--- src/rtl/interrupt_controller_if.sv ---
// Bus bundle between the IRQ controller and its surroundings (pins, control decode, sequencer).
// Pure wiring, no latency of its own.
// No backpressure: every signal is a level or a single-cycle strobe.
interface interrupt_controller_if #(
  parameter int NBR_IRQS = 8
);

  // Board-level IRQ pins (asynchronous to clk)
  logic [NBR_IRQS-1:0] irq_in;

  // Control-word decode and CPU state
  logic [7:0]          z_bus;
  logic                status_irq_en;
  logic                ctrl_irq_masks_wrt;   // active low
  logic                ctrl_int_vector_wrt;  // active low
  logic                ctrl_int_ack;         // active high
  logic                ctrl_clear_all_ints;  // active high

  // Results toward the sequencer and the data path
  logic                int_pending;
  logic [7:0]          int_vector;
  logic [7:0]          irq_masks;
  logic [7:0]          int_status;

  // Environment side: drives pins and control strobes, observes results
  modport master (
    output irq_in, z_bus, status_irq_en,
           ctrl_irq_masks_wrt, ctrl_int_vector_wrt, ctrl_int_ack, ctrl_clear_all_ints,
    input  int_pending, int_vector, irq_masks, int_status
  );

  // Controller side
  modport slave (
    input  irq_in, z_bus, status_irq_en,
           ctrl_irq_masks_wrt, ctrl_int_vector_wrt, ctrl_int_ack, ctrl_clear_all_ints,
    output int_pending, int_vector, irq_masks, int_status
  );

endinterface

--- src/rtl/interrupt_controller.sv ---
// IRQ controller: synchronises IRQ pins, latches rising edges as pending, masks, arbitrates, hands a vector to microcode.
// Latency: pending bit sets SYNC_STAGES+1 edges after a pin rises; int_pending follows one edge later.
// No backpressure: the sequencer paces the handshake via vector write and ack strobes.
// Optional feature: define INT_CTRL_ROUND_ROBIN_EN for rotating priority (default is fixed, index 0 highest).
module interrupt_controller #(
  parameter int NBR_IRQS     = 8,
  parameter int SYNC_STAGES  = 2,
  parameter int VECTOR_SHIFT = 1
) (
  input logic                   clk,
  input logic                   arst_n,
  interrupt_controller_if.slave bus
);

  typedef enum logic [1:0] {
    IDLE = 2'd0,
    REQ  = 2'd1,
    VECT = 2'd2
  } state_t;

  state_t              state_q;
  logic [NBR_IRQS-1:0] sync_q [SYNC_STAGES];
  logic [NBR_IRQS-1:0] prev_q;
  logic [NBR_IRQS-1:0] pending_q;
  logic [NBR_IRQS-1:0] pending_nxt;
  logic [NBR_IRQS-1:0] mask_q;
  logic [NBR_IRQS-1:0] rise;
  logic [NBR_IRQS-1:0] eligible;
  logic [NBR_IRQS-1:0] ack_mask;
  logic [2:0]          winner;
  logic [2:0]          idx_q;
  logic [7:0]          vec_nxt;
  logic                int_pending_q;
  logic [7:0]          int_vector_q;
  logic                ack_fire;

  // Synchroniser chain plus one history flop for edge detection
  always_ff @(posedge clk or negedge arst_n) begin
    if (!arst_n) begin
      for (int i = 0; i < SYNC_STAGES; i++) sync_q[i] <= '0;
      prev_q <= '0;
    end else begin
      sync_q[0] <= bus.irq_in;
      for (int i = 1; i < SYNC_STAGES; i++) sync_q[i] <= sync_q[i-1];
      prev_q <= sync_q[SYNC_STAGES-1];
    end
  end

  assign rise     = sync_q[SYNC_STAGES-1] & ~prev_q;
  assign eligible = pending_q & mask_q & {NBR_IRQS{bus.status_irq_en}};
  assign ack_fire = (state_q == VECT) && bus.ctrl_int_ack && !bus.ctrl_clear_all_ints;

  // One-hot of the snapshotted index; built by compare so idx never indexes past NBR_IRQS
  always_comb begin
    ack_mask = '0;
    for (int i = 0; i < NBR_IRQS; i++) begin
      if (idx_q == 3'(i)) ack_mask[i] = 1'b1;
    end
  end

`ifdef INT_CTRL_ROUND_ROBIN_EN
  logic [2:0]            last_idx_q;
  logic [3:0]            start;
  logic [3:0]            off;
  logic [3:0]            sum;
  logic [2*NBR_IRQS-1:0] rot;

  // Rotating search: begin just after the last served index and wrap
  always_comb begin
    start = (last_idx_q == 3'(NBR_IRQS-1)) ? 4'd0 : ({1'b0, last_idx_q} + 4'd1);
    rot   = {eligible, eligible} >> start;
    off   = 4'd0;
    for (int i = NBR_IRQS - 1; i >= 0; i--) begin
      if (rot[i]) off = 4'(i);
    end
    sum = start + off;
    if (sum >= 4'(NBR_IRQS)) sum = sum - 4'(NBR_IRQS);
    winner = sum[2:0];
  end

  // Remember who was served last; clear_all deliberately leaves this alone
  always_ff @(posedge clk or negedge arst_n) begin
    if (!arst_n) begin
      last_idx_q <= 3'(NBR_IRQS-1);
    end else if (ack_fire) begin
      last_idx_q <= idx_q;
    end
  end
`else
  // Fixed priority: lowest set index wins
  always_comb begin
    winner = 3'd0;
    for (int i = NBR_IRQS - 1; i >= 0; i--) begin
      if (eligible[i]) winner = 3'(i);
    end
  end
`endif

  assign vec_nxt = {5'd0, winner} << VECTOR_SHIFT;

  // Pending update: clears first, then new edges OR in so a coincident set always survives
  always_comb begin
    pending_nxt = pending_q;
    if (bus.ctrl_clear_all_ints) begin
      pending_nxt = '0;
    end else if (ack_fire) begin
      pending_nxt = pending_q & ~ack_mask;
    end
    pending_nxt = pending_nxt | rise;
  end

  // Pending and mask registers; a mask write takes effect from the following cycle
  always_ff @(posedge clk or negedge arst_n) begin
    if (!arst_n) begin
      pending_q <= '0;
      mask_q    <= '0;
    end else begin
      pending_q <= pending_nxt;
      if (!bus.ctrl_irq_masks_wrt) mask_q <= bus.z_bus[NBR_IRQS-1:0];
    end
  end

  // Handshake FSM with registered int_pending, snapshot index and vector
  always_ff @(posedge clk or negedge arst_n) begin
    if (!arst_n) begin
      state_q       <= IDLE;
      int_pending_q <= 1'b0;
      idx_q         <= 3'd0;
      int_vector_q  <= 8'd0;
    end else if (bus.ctrl_clear_all_ints) begin
      state_q       <= IDLE;
      int_pending_q <= 1'b0;
    end else begin
      case (state_q)
        IDLE: begin
          if (|eligible) begin
            state_q       <= REQ;
            int_pending_q <= 1'b1;
          end
        end
        REQ: begin
          if (eligible == '0) begin
            // Request vanished before the trap routine took it
            state_q       <= IDLE;
            int_pending_q <= 1'b0;
          end else if (!bus.ctrl_int_vector_wrt) begin
            state_q      <= VECT;
            idx_q        <= winner;
            int_vector_q <= vec_nxt;
          end
        end
        VECT: begin
          // Once the vector is taken the handshake always completes
          if (bus.ctrl_int_ack) begin
            state_q       <= IDLE;
            int_pending_q <= 1'b0;
          end
        end
        default: begin
          state_q       <= IDLE;
          int_pending_q <= 1'b0;
        end
      endcase
    end
  end

  assign bus.int_pending = int_pending_q;
  assign bus.int_vector  = int_vector_q;
  assign bus.irq_masks   = 8'(mask_q);
  assign bus.int_status  = 8'(pending_q);

endmodule

--- src/flat_wrapper.sv ---
// flat-port wrapper written by rule: the top's interface ports become plain ports
module interrupt_controller_flat 
#(
  parameter int NBR_IRQS     = 8,
  parameter int SYNC_STAGES  = 2,
  parameter int VECTOR_SHIFT = 1
)
  (clk, arst_n, bus_irq_in, bus_z_bus, bus_status_irq_en, bus_ctrl_irq_masks_wrt, bus_ctrl_int_vector_wrt, bus_ctrl_int_ack, bus_ctrl_clear_all_ints, bus_int_pending, bus_int_vector, bus_irq_masks, bus_int_status);
  interrupt_controller_if #(.NBR_IRQS(NBR_IRQS)) bus_i ();
  input logic clk;
  input logic arst_n;
  input wire logic [$bits(bus_i.irq_in)-1:0] bus_irq_in;
  input wire logic [$bits(bus_i.z_bus)-1:0] bus_z_bus;
  input wire logic [$bits(bus_i.status_irq_en)-1:0] bus_status_irq_en;
  input wire logic [$bits(bus_i.ctrl_irq_masks_wrt)-1:0] bus_ctrl_irq_masks_wrt;
  input wire logic [$bits(bus_i.ctrl_int_vector_wrt)-1:0] bus_ctrl_int_vector_wrt;
  input wire logic [$bits(bus_i.ctrl_int_ack)-1:0] bus_ctrl_int_ack;
  input wire logic [$bits(bus_i.ctrl_clear_all_ints)-1:0] bus_ctrl_clear_all_ints;
  output wire logic [$bits(bus_i.int_pending)-1:0] bus_int_pending;
  output wire logic [$bits(bus_i.int_vector)-1:0] bus_int_vector;
  output wire logic [$bits(bus_i.irq_masks)-1:0] bus_irq_masks;
  output wire logic [$bits(bus_i.int_status)-1:0] bus_int_status;
  assign bus_i.irq_in = bus_irq_in;
  assign bus_i.z_bus = bus_z_bus;
  assign bus_i.status_irq_en = bus_status_irq_en;
  assign bus_i.ctrl_irq_masks_wrt = bus_ctrl_irq_masks_wrt;
  assign bus_i.ctrl_int_vector_wrt = bus_ctrl_int_vector_wrt;
  assign bus_i.ctrl_int_ack = bus_ctrl_int_ack;
  assign bus_i.ctrl_clear_all_ints = bus_ctrl_clear_all_ints;
  assign bus_int_pending = bus_i.int_pending;
  assign bus_int_vector = bus_i.int_vector;
  assign bus_irq_masks = bus_i.irq_masks;
  assign bus_int_status = bus_i.int_status;
  interrupt_controller #(.NBR_IRQS(NBR_IRQS), .SYNC_STAGES(SYNC_STAGES), .VECTOR_SHIFT(VECTOR_SHIFT)) u_core (.clk(clk), .arst_n(arst_n), .bus(bus_i));
endmodule
--- config.mk ---
export PLATFORM = sky130hd
export DESIGN_NAME = interrupt_controller_flat
export DESIGN_NICKNAME = d
export VERILOG_FILES = /design/src/rtl/interrupt_controller_if.sv /design/src/rtl/interrupt_controller.sv /design/src/flat_wrapper.sv
export SDC_FILE = /design/constraint.sdc
export NUM_CORES = 1
export LEC_CHECK = 0
export CAP_MARGIN = 20
export CORE_MARGIN = 2
export CORE_UTILIZATION = 50
export CTS_CLUSTER_SIZE = 24
export DETAILED_ROUTE_END_ITERATION = 6
export GPL_TIMING_DRIVEN = 0
export PLACE_DENSITY_LB_ADDON = 0.08
export REMOVE_ABC_BUFFERS = 1
export SLEW_MARGIN = 20
export SYNTH_ARGS = -nofsm -noshare
export SYNTH_HDL_FRONTEND = slang
export SYNTH_SLANG_ARGS = --single-unit
--- constraint.sdc ---
create_clock -name clk -period 2.7 [get_ports clk]
set_clock_uncertainty 0.15 [all_clocks]
set_input_delay 0.405 -clock clk [delete_from_list [all_inputs] [get_ports clk]]
set_output_delay 0.405 -clock clk [all_outputs]
set_load 0.02 [all_outputs]
* Word-level counts from Yosys, hierarchy flattened
Index checks and enable logic that the tools add are counted.
** Storage, ports and cells
- Flip-flop bits (word level) :: 46
- Word-level logic and storage cells :: 70
- Output and inout port bits :: 25
** Operators by class
- Reductions and logical operators :: 10
- Equality and inequality tests :: 13
- Bitwise operators :: 10
- Mux-type cells :: 29
** Operators by type and width (number)
- $and 8x8->8 :: 4
- $mux 3 :: 8
- $mux 8 :: 2
- $not 8->8 :: 2
- $eq 3x3->1 const B :: 4
- $mux 1 :: 12
- $mux 2 :: 5
- $logic_not 8->1 :: 1
- $or 8x8->8 :: 1
- $reduce_or 8->1 :: 1
- $eq 3x2->1 const B :: 2
- $ne 3x2->1 const B :: 2
- $pmux 2 s3 :: 1
- $reduce_and 3->1 :: 2
- $ne 4x3->1 const B :: 1
- $reduce_and 4->1 :: 1
- $eq 3x1->1 const B :: 1
- $logic_not 3->1 :: 1
- $ne 3x3->1 const B :: 1
- $not 1->1 :: 3
- $pmux 1 s3 :: 1
- $eq 2x1->1 const B :: 1
- $eq 2x2->1 const B :: 1
- $logic_and 1x1->1 :: 2
- 2 further kinds :: 2

* Longest topological paths before layout
Gate-level depths: netlist (run 1).
- Depth after elaboration :: 10
- Gate-level depth with buffers :: 4
- Mapped depth without buffers :: 4

* Least setup slack after synthesis (run 1)
OpenSTA, ideal clock, no wires.
- Path kind :: register to register
- From :: register u_core.mask_q[2], in the netlist u_core.bus.irq_masks[2]
- To :: register u_core.idx_q[0]
- Library setup time :: 0.128 ns
- Clock period less this slack :: 1.659 ns
- Path slack :: 1.041 ns
- Buffers on the path :: 0
- Cell stages (with the launch flop) :: 5
- Arrival time :: 1.381 ns
- Cell sequence :: dfrtp_1 -> a22oi_1 -> nand4_1 -> nand2_1 -> mux2_1
** Between the ends
- Longest elaborated chain between the ends :: 5
- Elaborated cells on any way between the ends :: 8
- Those cells by class :: mux: 3; bitwise: 3; reduce/logical: 2
** Ends and longest elaborated chain
- start, declared :: RTL line interrupt_controller.sv:26 : logic [NBR_IRQS-1:0] mask_q;
- start signal, assigned :: RTL line interrupt_controller.sv:119 : if (!bus.ctrl_irq_masks_wrt) mask_q <= bus.z_bus[NBR_IRQS-1:0];
- $and 8x8->8 * (2 in a row) :: RTL line interrupt_controller.sv:50 : assign eligible = pending_q & mask_q & {NBR_IRQS{bus.status_irq_en}};
- $logic_not 8->1 / $mux 3 (equally long branches) :: RTL line interrupt_controller.sv:142, interrupt_controller.sv:94
- $not 1->1 (no line) / $mux 3 (equally long branches)
- $reduce_and 4->1 (no line) / $mux 3 (equally long branches)
- end signal, assigned :: RTL line interrupt_controller.sv:148 : idx_q <= winner;
- end, declared :: RTL line interrupt_controller.sv:31 : logic [2:0] idx_q;
Mark *: on every way between the ends. The rest lies on a longest branch, timed or not.
A chain may end at the register's enable or synchronous reset.

==> key figures, run 1 <==
Pwr
  • Sequential share of power: 0.570
  • Pleak: 0.965 nW
  • Clock power frac: 0.236
  • Internal power: 0.993 mW
  • Final Power: 1.42 mW
  • Power Density: 640 mW/mm2
  • Power share of the combinational group: 0.193
  • Switch share: 0.302
  • Worst vdd ir: 0.436 mV
  • Switching power: 0.430 mW

Global routing
  • Vias in the first global route: 1086
  • GRT Total Usage: 0.186
  • GR Overflow Total: 0
  • Antenna violations before repair: 0
  • Largest net degree at the start of global routing: 37
  • First-pass GRT wire length: 4850 um

Drt
  • Final WL: 3190 um
  • Wire length per cell: 14.3 um
  • Drt pass-1 iters: 4
  • Via-per-instance ratio: 5.12
  • Routed vias: 1147
  • Final ANT Viol Nets: 0
  • Initial DRC Count: 19
  • Number of remaining DRC errors: 0

Final layout
  • Share of cells above drive strength 1: 0.124
  • Layout Nets: 200
  • Non-filler instance count after layout: 224
  • Area Overhead vs Synth: 31.8%
  • ANT cells: 0

Place
  • Dpl hpwl: 2370 um
  • GPL Wtd Cong: 0.785
  • Cells after DPL: 215
  • Number of I/O port buffers: 42

STA
  • Hold WS: 0.218 ns
  • Final Cycle Share: 0.786
  • Final worst path period need: 2.12 ns
  • Slew Viols, Final: 0
  • Setup TNS: 0 ns
  • Final hold vios: 0
  • Max Freq: 471 MHz
  • # setup viols final: 0
  • RSZ-0062 raised after global routing: false

Worst setup path
  • Largest fanout on the critical path: 8
  • CP max-delay cell: clkdlybuf4s50_1
  • Cell Chain, Critical Path: clkdlybuf4s50_1
  • WS Path Type: flop to output port
  • Critical path origin: u_core.idx_q[2]
  • Sum of buffers and inverters on the critical path: 1
  • Reg2Reg Setup Slack: 0.94 ns
  • WP data required: 2.14 ns
  • Reg-to-Reg Start: u_core.bus.irq_masks[2]
  • Worst Setup Start Kind: flop
  • Slowest stage delay, CP: 0.67 ns
  • Crit-path leading delay family: buffers and inverters
  • CP arrival: 1.57 ns
  • Crit path capture type: output port

Clock tree
  • Clock transition at path regs: 0.13 ns
  • Num CTS Buffers: 5
  • CTS tree: built
  • CTS H-Tree Depth: 2
  • Clk_lat worst skew: 0.36 ns
  • CTS sink count: 46
  • Post-CTS setup buffer count: 0
  • Maximum clock insertion buffer count: 2
  • Post-cts sizing count: 0
  • Root Driver: clkbuf_4

Logic synthesis
  • Synth top area share: 0.682
  • Syn Area/Cell: 13.2 um2
  • Synth unique cells: 25
  • Netlist Area Pre-Place: 0.00169 mm2
  • Post-synthesis sequential area ratio: 0.682
  • Cell taking the most area after synthesis: dfrtp_1
  • Area contributors post-synth: dfrtp_1 68%, mux2_2 5.3%, o311ai_1 3.1%
  • Syn Inst Count: 128
  • Flops & latches, synth: 46
  • Yosys warns: 0

Status
  • Status: complete, no violations

Hold path
  • Hold crit path type: flop to flop
  • Hold path startpoint: u_core.sync_q[12]

Die
  • Die height: 62.1 um
  • Total die area: 0.00385 mm2
  • Initial cell density of the core: 0.514
  • I/O Pins: 48
  • Die Wd: 62.1 um
  • CORE AREA: 0.00328 mm2
  • Standard-cell rows: 21

Job
  • Max-cap violation count: 0
==> power by group through the flow <==
stage | combinational [mW] | sequential, mW | clock, mW
2_1_floorplan | 0.0799 | 0.857 | 0
3_3_place_gp | 0.265 | 0.820 | 0
3_5_place_dp | 0.277 | 0.825 | 0
4_1_cts | 0.279 | 0.811 | 0.349
5_1_grt | 0.300 | 0.821 | 0.374
6_report | 0.275 | 0.812 | 0.337
==> area by class of cell <==
cell class | instances | area (um2)
sequential | 46 | 1150
fill | 245 | 1060
multi-input combinational | 68 | 464
timing repair buffer | 44 | 445
tap | 46 | 57.6
inverter | 12 | 45.0
clock buffer | 5 | 37.5
clock inverter | 3 | 22.5
==> Yosys cell counts <==
master	number
dfrtp_1	46
inv_1	12
nand2_1	10
mux2_2	8
o21ai_1	8
a21oi_1	7
o311ai_1	6
a22oi_1	5
buf_4	5
nand2b_1	2
nand3_1	2
nand3b_1	2
nand4_1	2
o211ai_1	2
a311oi_1	1
and2b_1	1
and4_1	1
clkbuf_1	1
conb_1	1
mux2_1	1
nor3b_2	1
o21ai_0	1
or3b_2	1
or4_4	1
or4b_4	1
==> state kept, by name, indices dropped and copies added, names as in the netlist <==
register,cells
u_core.bus.int_pending,1
u_core.sync_q,16
u_core.prev_q,8
u_core.bus.int_status,8
u_core.bus.irq_masks,8
u_core.idx_q,3
u_core.state_q,2
==> placed cells by master, fill, tap and decap left out, types with 5 or more instances in the layout <==
| master | instances |
|---|---|
| o311ai_1 | 6 |
| clkbuf_4 | 5 |
| mux2_2 | 8 |
| clkdlybuf4s50_1 | 41 |
| nand2_1 | 10 |
| o21ai_1 | 8 |
| a22oi_1 | 5 |
| conb_1 | 5 |
| inv_1 | 12 |
| a21oi_1 | 7 |
| dfrtp_1 | 46 |
==> layer usage <==
| metal | vias up | global-route usage | wire length, um |
|---|---|---|---|
| li1 | 545 | - | - |
| met1 | 563 | 0.202 | 1300 |
| met2 | 33 | 0.329 | 1650 |
| met3 | 6 | 0.0621 | 183 |
| met4 | 0 | 0.0790 | 57 |
| met5 | - | 0 | 0 |
==> metrics by stage <==
stage | utilization | instance area, um2 | setup slack, ns
2_1_floorplan | - | 1660 | 1.04
3_3_place_gp | 0.651 | 2140 | 0.0200
3_5_place_dp | 0.656 | 2150 | 0.455
4_1_cts | 0.677 | 2220 | 0.577
5_1_grt | 0.677 | 2220 | 0.520
6_report | 0.677 | 2220 | 0.578
==> timing repair <==
action / CTS / global route
endpoints found under the hold margin: 10 / 0
hold buffers: 1 / 0
setup endpoints to repair: 0 / 0
==> path summary, 6_finish.rpt <==
| path | depth (start not counted) | end |
|---|---|---|
| worst min-delay path | 0 | u_core.sync_q[4] |
| worst max-delay path | 1 | bus_int_vector[3] |
| worst min register to register | 0 | u_core.sync_q[4] |
| worst max register to register | 4 | u_core.idx_q[0] |
| max in group asynchronous | 3 | u_core.sync_q[9] |
| min in group asynchronous | 2 | u_core.bus.irq_masks[2] |
==> cells by family (layout without fill, tap and decap cells) <==
kind of cell	after synthesis	after routing	synth area share
flops	46	46	0.682
compound gates	30	30	0.115
simple gates	24	24	0.0890
buf+inv	18	64	0.0512
mux	9	9	0.0601
other cells	1	5	0.00222
No activity file was read; power rests on OpenSTA's default activity.
==> inputs of run 2 (changes only) <==
- CORE_UTILIZATION: 50 -> 46
- clock period: 2.7 -> 2.18 ns (I/O delays scaled with it)
==> run 2 against run 1 <==
  * Final cell count unchanged
  * Final area grew 0.84%
  * Die area up 8.1%
  * Power up 29%
  * Register-to-register slack got worse by 0.52 ns
  * Critical endpoint is now bus_int_vector[1]
  * Largest cell class unchanged
  * Highest routed layer unchanged
==> key figures, run 2 (synthesis results as in run 1) <==
Global routing
  • Antenna violations before repair: 0 (unchanged)
  • Vias in the first global route: 1134 (+4.4%)
  • First-pass GRT wire length: 5290 um (+9.1%)
  • GR Overflow Total: 0 (unchanged)
  • Largest net degree at the start of global routing: 28 (-24%)
  • GRT Total Usage: 0.172 (-0.0138)

Worst setup path
  • CP max-delay cell: clkdlybuf4s50_1
  • Slowest stage delay, CP: 0.66 ns (about the same)
  • WP data required: 1.70 ns (-0.44 ns)
  • Crit-path leading delay family: buffers and inverters
  • Worst Setup Start Kind: flop
  • Crit path capture type: output port
  • Sum of buffers and inverters on the critical path: 1 (unchanged)
  • Cell Chain, Critical Path: clkdlybuf4s50_1
  • Largest fanout on the critical path: 8 (unchanged)
  • WS Path Type: flop to output port
  • CP arrival: 1.51 ns (-0.06 ns)

Clock tree
  • Root Driver: clkbuf_4
  • Maximum clock insertion buffer count: 2 (unchanged)
  • CTS H-Tree Depth: 2 (unchanged)
  • Clk_lat worst skew: 0.34 ns (-0.02 ns)
  • Post-CTS setup buffer count: 0 (unchanged)
  • Post-cts sizing count: 0 (unchanged)
  • Post-CTS Hold Buffers: 1 (unchanged)
  • CTS tree: built
  • CTS sink count: 46 (unchanged)
  • Num CTS Buffers: 5 (unchanged)
  • Clock transition at path regs: 0.12 ns (about the same)

Drt
  • Drt pass-1 iters: 4 (unchanged)
  • Initial DRC Count: 51 (+32)
  • Number of remaining DRC errors: 0 (unchanged)
  • Final WL: 3130 um (-2.2%)
  • Via-per-instance ratio: 5.14 (+0.35%)
  • Final ANT Viol Nets: 0 (unchanged)
  • Wire length per cell: 14.0 um (-2.2%)
  • Routed vias: 1151 (+0.35%)

STA
  • Slew Viols, Final: 0 (unchanged)
  • # setup viols final: 0 (unchanged)
  • Max Freq: 502 MHz
  • Hold WS: 0.213 ns (-0.00499 ns)
  • Setup TNS: 0 ns (unchanged)
  • RSZ-0062 raised after global routing: false
  • Final worst path period need: 1.99 ns
  • Final hold vios: 0 (unchanged)
  • Final Cycle Share: 0.913

Place
  • Dpl hpwl: 2350 um (-0.70%)
  • Cells after DPL: 215 (unchanged)
  • Placed cell area: 0.00215 mm2 (unchanged)
  • GPL Wtd Cong: 0.793 (+0.99%)
  • Number of I/O port buffers: 42 (unchanged)

Final layout
  • Post-route cell area: 0.00224 mm2 (+0.84%)
  • Fillers: 271 (+11%)
  • Layout Nets: 200 (unchanged)
  • Share of cells above drive strength 1: 0.118 (-0.00562)
  • Non-filler instance count after layout: 224 (unchanged)
  • Most frequent cells in the layout: 46 x dfrtp_1, 41 x clkdlybuf4s50_1, 12 x inv_1
  • Area Overhead vs Synth: 32.9%
  • Most common cell after layout, fill and taps aside: dfrtp_1
  • ANT cells: 0 (unchanged)
  • Number of flip-flops in the largest register: 16 (unchanged)
  • Biggest register: u_core.sync_q

Die
  • I/O Pins: 48 (unchanged)
  • Initial cell density of the core: 0.494 (-0.0198)
  • Total die area: 0.00417 mm2 (+8.1%)
  • Die height: 64.6 um (+4.0%)
  • Die Wd: 64.6 um (+4.0%)
  • CORE AREA: 0.00342 mm2 (+4.0%)
  • Standard-cell rows: 21 (unchanged)

Job
  • Max-cap violation count: 0 (unchanged)

Hold path
  • Hold crit path type: flop to flop

Status
  • Status: complete, no violations

Pwr
  • Worst vdd ir: 0.575 mV (+32%)
  • Pleak: 0.967 nW (+0.26%)
  • Power Density: 820 mW/mm2 (+28%)
  • Final Power: 1.84 mW (+29%)
==> run 2: power by group <==
| part | internal [mW] | total, mW | switching, mW | leakage, nW |
|---|---|---|---|---|
| Clock | 0.242 | 0.496 | 0.254 | 0.0385 |
| Combinational | 0.172 | 0.338 | 0.166 | 0.380 |
| Sequential | 0.925 | 1.00 | 0.0790 | 0.548 |
| Total | 1.34 | 1.84 | 0.499 | 0.967 |
==> run 2: metrics by stage <==
stage          worst slack [ns]  utilization
6_report                  0.190        0.656
5_1_grt                  0.0788        0.656
4_1_cts                   0.168        0.656
3_5_place_dp             0.0141        0.630
3_3_place_gp             -0.476        0.626
2_1_floorplan             0.521            -
==> run 2: final cells by class <==
cell class,instances,area (um2),area share
sequential,46,1150,0.513
inverter,12,45.0,0.0201
tap,46,57.6,0.0257
multi-input combinational,68,464,0.207
clock inverter,2,37.5,0.0167
timing repair buffer,44,445,0.199
clock buffer,6,41.3,0.0184
==> run 2: path summary, 6_finish.rpt <==
check	from	end	slack [ns]	cells past startpoint
setup / recovery	u_core.idx_q[0]	bus_int_vector[1]	0.19	1
hold / removal	u_core.sync_q[15]	u_core.sync_q[7]	0.21	0
setup reg to reg	u_core.bus.irq_masks[2]	u_core.idx_q[0]	0.42	4
hold reg to reg	u_core.sync_q[15]	u_core.sync_q[7]	0.21	0
max in group asynchronous	arst_n	u_core.sync_q[7]	1.09	3
min in group asynchronous	arst_n	u_core.bus.irq_masks[1]	0.29	2
==> run 2: metal layers <==
metal / part of all wire / routed length (um) / vias to the layer above / track usage
met5: 0 / 0 / - / 0
met4: 0.015 / 46 / 0 / 0.0718
met3: 0.050 / 157 / 4 / 0.0486
met2: 0.52 / 1610 / 39 / 0.288
met1: 0.42 / 1310 / 569 / 0.210
li1: - / - / 539 / -
==> inputs of run 3 (changes only) <==
- CTS_BUF_LIST: unset -> sky130_fd_sc_hd__clkbuf_16
==> run 3 against run 2 <==
  * Register-to-register slack lost 0.02 ns
  * Power grew 18%
  * Wire length grew 2.6%
  * Via count grew 0.70%
  * Non-clock buffer count is the same
  * Final area grew 3.9%
  * Final cell count is the same
  * Count of clock-buffer cells in the layout shrank 1
  * First-iteration DRC count shrank 9.8%
  * Flip-flop and latch count is the same
  * Die area is the same
  * Critical endpoint is now bus_int_vector[3]
  * Highest routed layer unchanged
==> key figures, run 3 (synthesis results as in run 1) <==
Global routing
  • Met2 usage: 0.299 (+0.0117)
  • First-pass GRT wire length: 5390 um (+1.8%)
  • Met1 GRT Util: 0.207 (-0.00308)
  • Gr busiest metal: met2
  • GR Overflow Total: 0 (unchanged)
  • Met3 Track Usage GR: 0.0399 (-0.00868)
  • GRT Total Usage: 0.173 (+0.000561)
  • Antenna violations before repair: 0 (unchanged)
  • Largest net degree at the start of global routing: 28 (unchanged)
  • Vias in the first global route: 1166 (+2.8%)

Die
  • Standard-cell rows: 21 (unchanged)
  • Die height: 64.6 um (unchanged)
  • Initial cell density of the core: 0.494 (unchanged)
  • Total die area: 0.00417 mm2 (unchanged)
  • CORE AREA: 0.00342 mm2 (unchanged)
  • I/O Pins: 48 (unchanged)
  • Die Wd: 64.6 um (unchanged)

Clock tree
  • Clk_lat worst skew: 0.27 ns (-0.07 ns)
  • CTS H-Tree Depth: 2 (unchanged)
  • Root Driver: clkbuf_16
  • CTS sink count: 46 (unchanged)
  • Num CTS Buffers: 5 (unchanged)
  • CTS tree: built
  • Maximum clock insertion buffer count: 2 (unchanged)
  • Clock transition at path regs: 0.06 ns (-0.06 ns)

STA
  • Max Freq: 524 MHz (+4.4%)
  • RSZ-0062 raised after global routing: false
  • Final hold vios: 0 (unchanged)
  • Slew Viols, Final: 0 (unchanged)
  • Hold WS: 0.197 ns (-0.0156 ns)
  • Final Cycle Share: 0.875 (-0.0382)
  • # setup viols final: 0 (unchanged)
  • Final worst path period need: 1.91 ns (-0.0832 ns)

Place
  • Dpl hpwl: 2350 um (unchanged)
  • Cells after DPL: 215 (unchanged)
  • Number of I/O port buffers: 42 (unchanged)
  • GPL Wtd Cong: 0.793 (unchanged)

Drt
  • Initial DRC Count: 46 (-9.8%)
  • Final ANT Viol Nets: 0 (unchanged)
  • Routed vias: 1159 (+0.70%)
  • Drt pass-1 iters: 4 (unchanged)
  • Number of remaining DRC errors: 0 (unchanged)
  • Final WL: 3210 um (+2.6%)
  • Wire length per cell: 14.3 um (+2.6%)
  • Via-per-instance ratio: 5.17 (+0.70%)

Worst setup path
  • Largest fanout on the critical path: 8 (unchanged)
  • Reg2Reg Setup Slack: 0.40 ns (-0.02 ns)
  • WP data required: 1.70 ns (about the same)
  • WS Path Type: flop to output port
  • CP max-delay cell: clkdlybuf4s50_1
  • CP arrival: 1.43 ns (-0.08 ns)
  • Crit path capture type: output port
  • Cell Chain, Critical Path: clkdlybuf4s50_1
  • Slowest stage delay, CP: 0.66 ns (about the same)
  • R2R Path End: u_core.idx_q[0]
  • Reg-to-Reg Start: u_core.bus.irq_masks[2]
  • Sum of buffers and inverters on the critical path: 1 (unchanged)
  • R2R cell count: 4 (unchanged)
  • Crit-path leading delay family: buffers and inverters
  • Worst Setup Start Kind: flop

Pwr
  • Worst vdd ir: 0.781 mV (+36%)
  • Power Density: 931 mW/mm2 (+14%)
  • Final Power: 2.17 mW (+18%)
  • Pleak: 1.01 nW (+4.4%)

Final layout
  • Fillers: 256 (-5.5%)
  • Layout Nets: 200 (unchanged)
  • Non-filler instance count after layout: 224 (unchanged)
  • Most frequent cells in the layout: 46 x dfrtp_1, 41 x clkdlybuf4s50_1, 13 x inv_1
  • Number of flip-flops in the largest register: 16 (unchanged)
  • ANT cells: 0 (unchanged)
  • Fin util: 0.682 (+0.0256)
  • Share of cells above drive strength 1: 0.118 (unchanged)
  • Most common cell after layout, fill and taps aside: dfrtp_1
  • Biggest register: u_core.sync_q
  • Area Overhead vs Synth: 38.1%

Job
  • Max-cap violation count: 0 (unchanged)

Hold path
  • Hold path startpoint: u_core.sync_q[15]
  • Hold endpoint: u_core.sync_q[7]
  • Hold crit path type: flop to flop
  • Hold path depth: 0 (unchanged)

Status
  • Status: complete, no violations
-- run 3: changes by cell type in the layout (fill, tap and decap cells not counted), sizes merged --
| cell | change |
|---|---|
| inv | +1 |
| clkbuf | -1 |
-- run 3: stage by stage --
stage / area [um2] / TNS (ns) / worst slack (ns)
finish: 2330 / 0 / 0.273
floorplan: 1660 / 0 / 0.521
CTS: 2330 / 0 / 0.270
detailed placement: 2150 / 0 / 0.0141
global placement: 2140 / -21.83 / -0.476
global route: 2330 / 0 / 0.186
-- run 3: per-layer routing --
metal	vias to the layer above	wire, um	share of wire
met5	-	0	0
met4	0	46	0.014
met3	6	207	0.065
met2	51	1680	0.52
met1	562	1280	0.40
li1	540	-	-
-- run 3: worst max path at each step --
stage | start | endpoint | slack (ns) | cells past startpoint
floorplan | u_core.bus.irq_masks[2] | u_core.idx_q[0] | 0.52 | 4
global placement | arst_n | u_core.sync_q[12] | -0.48 | 1
detailed placement | bus_ctrl_clear_all_ints | u_core.bus.int_status[2] | 0.01 | 4
CTS | u_core.idx_q[2] | bus_int_vector[3] | 0.27 | 1
global route | u_core.idx_q[2] | bus_int_vector[3] | 0.19 | 1
finish | u_core.idx_q[2] | bus_int_vector[3] | 0.27 | 1
-- run 3: area by class of cell --
| class | count | area (um2) | share of cell area |
|---|---|---|---|
| clock buffer | 5 | 125 | 0.0537 |
| timing repair buffer | 44 | 445 | 0.191 |
| clock inverter | 3 | 41.3 | 0.0177 |
| tap | 46 | 57.6 | 0.0247 |
| multi-input combinational | 68 | 464 | 0.199 |
| inverter | 12 | 45.0 | 0.0193 |
| sequential | 46 | 1150 | 0.494 |
-- run 3: where the power goes --
group / switching [mW] / internal [mW]
sequential: 0.0799 / 0.927
clock: 0.284 / 0.535
combinational: 0.171 / 0.172
-- run 3: repair_timing --
item                                   in CTS  in global routing
hold buffers                                1                  0
setup buffers                               0                  0
endpoints found under the hold margin      19                  0
gates resized for setup                     0                  0
